===== src/rtl/ifetch_unit.sv =====
// ifetch_unit: instruction fetch stage with a 2-entry {pc, instr} buffer.
// fetch_pc drives the instruction memory. Each fetched word is pushed into
// the buffer, and decode pops from the buffer head. A redirect flushes the
// buffer and loads a word-aligned target.
// Optional build macro: IFETCH_MISALIGN_CHK_EN enables the sticky
// misaligned-redirect flag. When it is undefined, the low target bits are
// dropped and if_misalign is tied to 0.
module ifetch_unit (
  input  logic        clk,
  input  logic        rst,
  output logic [9:0]  im_addr,
  input  logic [31:0] im_dout,
  input  logic        redir_en,
  input  logic [31:0] redir_pc,
  input  logic        id_ready,
  output logic        if_valid,
  output logic [31:0] if_instr,
  output logic [31:0] if_pc,
  output logic        if_misalign
);

  logic [31:0] fetch_pc_q, fetch_pc_d;
  logic [31:0] pc_q    [2];
  logic [31:0] pc_d    [2];
  logic [31:0] instr_q [2];
  logic [31:0] instr_d [2];
  logic [1:0]  count_q, count_d;
  logic        pop, push;

  assign im_addr  = fetch_pc_q[11:2];
  assign if_valid = (count_q != 2'd0);
  assign if_pc    = if_valid ? pc_q[0]    : '0;
  assign if_instr = if_valid ? instr_q[0] : '0;

  // Redirect wins over push/pop; slot 0 is always the head, so a pop shifts slot 1 down
  always_comb begin
    fetch_pc_d = fetch_pc_q;
    count_d    = count_q;
    pc_d       = pc_q;
    instr_d    = instr_q;
    pop        = if_valid && id_ready && !redir_en;
    push       = ((count_q < 2'd2) || (if_valid && id_ready)) && !redir_en;
    if (redir_en) begin
      count_d    = '0;
      fetch_pc_d = {redir_pc[31:2], 2'b00};
    end else begin
      case ({push, pop})
        2'b10: begin
          if (count_q == 2'd0) begin
            pc_d[0]    = fetch_pc_q;
            instr_d[0] = im_dout;
          end else begin
            pc_d[1]    = fetch_pc_q;
            instr_d[1] = im_dout;
          end
          count_d = count_q + 2'd1;
        end
        2'b01: begin
          pc_d[0]    = pc_q[1];
          instr_d[0] = instr_q[1];
          count_d    = count_q - 2'd1;
        end
        2'b11: begin
          if (count_q == 2'd1) begin
            pc_d[0]    = fetch_pc_q;
            instr_d[0] = im_dout;
          end else begin
            pc_d[0]    = pc_q[1];
            instr_d[0] = instr_q[1];
            pc_d[1]    = fetch_pc_q;
            instr_d[1] = im_dout;
          end
        end
        default: ;
      endcase
      if (push) begin
        fetch_pc_d = fetch_pc_q + 32'd4;
      end
    end
  end

  // State registers for fetch_pc, the buffer slots and the occupancy count
  always_ff @(posedge clk or posedge rst) begin
    if (rst) begin
      fetch_pc_q <= '0;
      count_q    <= '0;
      pc_q[0]    <= '0;
      pc_q[1]    <= '0;
      instr_q[0] <= '0;
      instr_q[1] <= '0;
    end else begin
      fetch_pc_q <= fetch_pc_d;
      count_q    <= count_d;
      pc_q       <= pc_d;
      instr_q    <= instr_d;
    end
  end

`ifdef IFETCH_MISALIGN_CHK_EN
  logic misalign_q;
  assign if_misalign = misalign_q;

  // Sticky flag: each redirect sets it or clears it according to its alignment
  always_ff @(posedge clk or posedge rst) begin
    if (rst) begin
      misalign_q <= 1'b0;
    end else if (redir_en) begin
      misalign_q <= (redir_pc[1:0] != 2'b00);
    end
  end
`else
  logic unused_redir_lsb;
  assign unused_redir_lsb = ^redir_pc[1:0];
  assign if_misalign      = 1'b0;
`endif

endmodule


===== config.mk =====
export PLATFORM = sky130hd
export DESIGN_NAME = ifetch_unit
export DESIGN_NICKNAME = d
export VERILOG_FILES = /design/src/rtl/ifetch_unit.sv
export SDC_FILE = /design/constraint.sdc
export NUM_CORES = 1
export LEC_CHECK = 0
export BUFFER_PORTS_ARGS = -buffer_cell sky130_fd_sc_hd__buf_2
export CAP_MARGIN = 20
export CELL_PAD_IN_SITES_DETAIL_PLACEMENT = 0
export CELL_PAD_IN_SITES_GLOBAL_PLACEMENT = 1
export CORE_AREA = 5 5 147 149
export DETAILED_ROUTE_END_ITERATION = 7
export DIE_AREA = 0 0 152 154
export GPL_ROUTABILITY_DRIVEN = 0
export PLACE_DENSITY_LB_ADDON = 0.1
export REMOVE_ABC_BUFFERS = 1
export SYNTH_ARGS = -nofsm -noshare
export SYNTH_HDL_FRONTEND = slang
export SYNTH_SLANG_ARGS = --single-unit

===== constraint.sdc =====
create_clock -name clk -period 5.2 [get_ports clk]
set_input_delay 1.04 -clock clk [delete_from_list [all_inputs] [get_ports clk]]
set_output_delay 1.04 -clock clk [all_outputs]
set_load 0.05 [all_outputs]

Word-level counts from Yosys, hierarchy flattened
Index checks and enable logic that the tools add are counted.
Operators by class
  bitwise operators: 1
  add/sub/neg operators: 3
  reductions and logical operators: 13
  magnitude comparators: 1
  equality and inequality tests: 7
  muxes and demuxes: 18
Operators with widths (number)
  two-way mux 32 bit: 12
  case mux 32 bit (3 select lines): 2
  case mux 32 bit (2 select lines): 2
  adder 32 x 3 -> 32 bit (second input constant): 1
  != test 2 bit (second input constant): 3
  nonzero test 2 bit: 3
  nonzero test 3 bit: 2
  == test 2 x 1 -> 1 bit (second input constant): 2
  == test 2 bit (second input constant): 2
  case mux 2 bit (2 select lines): 1
  AND reduction 4 bit: 1
  logical AND 1 bit: 3
  AND reduction 3 bit: 1
  adder 2 x 1 -> 2 bit (second input constant): 1
  zero test 2 bit: 1
  less-than comparator 2 bit (second input constant): 1
  two-way mux 2 bit: 1
  subtractor 2 x 1 -> 2 bit (second input constant): 1
  zero test 1 bit: 1
  logical OR 1 bit: 1
  inverter 1 bit: 1
Storage, ports and cells
  bits in registers: 162
  output and inout bits: 76

Longest topological paths before layout
  depth in word-level cells: 7
  depth in mapped cells: 8
  depth with buffers taken out: 6

Least setup slack after synthesis
OpenSTA, ideal clock, no wires.
  kind: register -> output
  start point: register count_q[1]
  end point: output if_pc[1]
  setup slack: 2.127 ns
  stages on the path, launching flop included: 6
  path buffers: 2
  data arrival time: 2.033 ns
  required time: 4.160 ns
  cells stage by stage: dfrtp_1 > inv_1 > ha_1 > clkbuf_1 > nor2b_1 > buf_4
On the way
  cells in the longest elaborated chain, start to end: 2
RTL lines
  start: declaration: line 27  | logic [1:0] count_q, count_d;
  start signal: assignment: line 93  | count_q <= count_d;
  nonzero test 2 bit: line 31  | assign if_valid = (count_q != 2'd0);
  two-way mux 32 bit: line 32  | assign if_pc = if_valid ? pc_q[0] : '0;
  end: declaration: line 18  | output logic [31:0] if_pc,
Every way passes these cells.

Worst setup path after layout
  start point: register count_q[1]
  end point: output if_pc[11]
Same word-level chain as after synthesis.

==> results.json <==
{
  "grt_max_degree": 96,
  "finalHoldViolCount": 0,
  "cts_tree": "built",
  "clkSinkCount": 157,
  "crit_arrival_ns": 2.72,
  "wl_mm": 18.39,
  "regToRegStartpoint": "count_q[1]",
  "cts.hold.buffers_added": 0,
  "grt_pass1_vias": 5767,
  "required_ns": 4.16,
  "yosysWarnings": 0,
  "synth_top_area_share_pct": 51.12,
  "core.rowCount": 52,
  "cts.root.buffer_cell": "clkbuf_16",
  "ys.flop_type": "dfrtp_1",
  "vias_per_cell": 5.012,
  "vdd_drop_max_mv": 0.2668,
  "die_area_um2": 23410,
  "setup.worst_path.start_class": "register",
  "worst_pin_slew_ns": 0.8686,
  "detail-route-antenna-nets": 0,
  "avgSynthCellArea_um2": 10.64,
  "fin_crit_ns": 3.764,
  "dp_hpwl_mm": 11.95,
  "num_vias": 5568,
  "maxCapViolCount": 0,
  "setup_viol": 0,
  "start_util_pct": 38.35,
  "syn_inst": 722,
  "yosys.area.top_type": "dfrtp_1",
  "cp_slowest_cell": "dfrtp_1",
  "placed_cell_area_um2": 8481,
  "drtIter0Drc": 272,
  "drtPass1Iterations": 7,
  "antenna_found_initial": 0,
  "fin_hold_ws_ns": 0.4785,
  "crit_path_end_kind": "output port",
  "die_height_um": 154,
  "numCtsBuffers": 17,
  "netlist-cell-type-count": 50,
  "p_leak_nw": 3.845,
  "power_density_nw_per_um2": 695.1,
  "drc": 0,
  "synth_enable_flop_cells": 0,
  "path_class": "register to output port",
  "ys_ff_latch": 157,
  "ys_seq_area_share_pct": 51.12,
  "fin_area_um2": 9062,
  "post_drt_wl_per_cell_um": 16.55,
  "rrSetupSlack_ns": 2.02,
  "worst_clock_skew_ns": 0.01016,
  "hp-start": "pc_q[31]",
  "cts_resized": 0,
  "crit_fanout": 28,
  "grt_pass1_wl_mm": 30.39,
  "synth_area_um2": 7685,
  "post-place-ws_ns": 1.439,
  "final_cell_mix": "dfrtp_1 (157), buf_2 (140), nor2_1 (77)",
  "drive_above_1_share_pct": 29.61,
  "rsz0062_at_grt": "no",
  "insertedDiodeCount": 0,
  "portBuffers": 140,
  "synthToLayoutAreaGrowth_pct": 17.93,
  "clk_path_buf_depth": 2,
  "path_cells": "inv_1 -> ha_2 -> buf_12 -> buf_4 -> nor2b_1 -> buf_2",
  "outcome": "complete, no violations",
  "min_period_over_period_pct": 72.38,
  "clkTransAtPathRegs_ns": 0.06,
  "r2r_cells": 6,
  "clk-insertion-delay-late_ns": 0.42,
  "netlist_top_cells_area": "dfrtp_1 (51%), mux2i_1 (8.2%), mux2_2 (8.2%)",
  "die_w_um": 152,
  "io_pins": 144,
  "coreArea_um2": 20040,
  "whs_path_depth": 2,
  "grt_usage_pct": 15.78,
  "hold_path_end": "pc_q[31]",
  "finalPower_mw": 6.300,
  "holdCritPathClass": "register to register",
  "final_common_cell": "dfrtp_1",
  "slew_violations": 0,
  "maxSlewHeadroom_pct": 42.10,
  "fin_ws_ns": 1.436,
  "async_flop_share_pct": 100.0,
  "cpPeakStageDelay_ns": 0.66,
  "fmax_mhz": 265.7,
  "layout.nets": 899,
  "grt_overflow": 0,
  "cts_setup_buffers": 0,
  "r2r-end": "instr_q[3]",
  "htreeDepth": 4
}
==> layer usage <==
layer | global-route usage, % | share of wire, % | vias to the layer above
met5 | 0 | 0 | -
met4 | 4.238 | 0.88 | 0
met3 | 3.710 | 4.4 | 11
met2 | 25.76 | 47 | 122
met1 | 21.18 | 47 | 2711
li1 | - | - | 2724
==> flip-flops by register name, summed over array words and instances (netlist names) <==
signal and cells:
instr_q 64, pc_q 61, count_q 2, fetch_pc_q 30
==> Yosys cell counts (2+ instances only) <==
cell type and number:
a2111o_1 2, a2111oi_2 2, a211o_1 2, a211oi_1 4, a21oi_1 68, a31oi_1 13, and3_1 2, and4_1 2
buf_1 4, buf_2 13, buf_4 12, buf_6 2, clkbuf_1 26, clkbuf_8 5, dfrtp_1 157, ha_1 3
inv_1 11, mux2_2 56, mux2i_1 63, nand2_1 32, nand2b_1 2, nand3_1 15, nand4_1 5, nand4_2 2
nor2_1 77, nor2b_1 67, nor3_1 2, nor4_1 2, o211ai_1 3, o21ai_0 21, o31ai_1 9, or2_2 2
or3_1 2, or4_1 11, xnor2_1 8
==> kinds of logic after synthesis <==
kind of cell,after synthesis,synth area share (%)
buffers and inverters,74,5.275
XOR/XNOR,9,1.026
AO/OA/AOI/OAI,131,10.11
adder cells (fa/ha/maj),3,0.4885
flip-flops,157,51.12
AND/OR/NAND/NOR,228,15.52
multiplexers,119,16.41
other,1,0.04880
==> worst max-delay path, delay by kind of cell, from the launching register on <==
| family | cells | cell delay [ns] |
|---|---|---|
| flip-flops | 1 | 0.66 |
| buffers and inverters | 4 | 1.02 |
| AND/OR/NAND/NOR | 1 | 0.21 |
| adder cells (fa/ha/maj) | 1 | 0.41 |
==> metrics by stage <==
step           setup TNS (ns)  std cells  utilization (%)
2_1_floorplan         -235.96        659                -
6_report                    0       1111            45.22
3_3_place_gp                0       1078            42.32
5_1_grt                     0       1111            45.22
3_5_place_dp                0       1078            42.32
4_1_cts                     0       1110            45.12
==> report_power, final <==
group / switching, mW / total (mW) / internal [mW]
registers: 0.291 / 2.03 / 1.74
logic: 2.12 / 3.08 / 0.955
clock network: 0.493 / 1.19 / 0.698
total: 2.91 / 6.30 / 3.39
==> area by class of cell <==
class                           instances  area, um2
Fill cell                            2011      10980
Sequential cell                       157       3929
Multi-Input combinational cell        491       3387
Timing Repair Buffer                  150      800.8
Clock buffer                           23      478.0
Tap cell                              270      337.8
Clock inverter                          9      83.83
Inverter                               11      46.29
==> how the worst max path moves through the flow <==
| stage | startpoint | to | cells after the start |
|---|---|---|---|
| 6_report | count_q[1] | if_pc[11] | 6 |
| 3_3_place_gp | count_q[1] | pc_q[21] | 6 |
| 3_5_place_dp | count_q[1] | instr_q[10] | 6 |
| 5_1_grt | count_q[1] | if_pc[11] | 6 |
| 4_1_cts | count_q[1] | if_pc[11] | 5 |
| 2_1_floorplan | count_q[1] | instr_q[32] | 6 |
No activity file was read; power rests on OpenSTA's default activity.
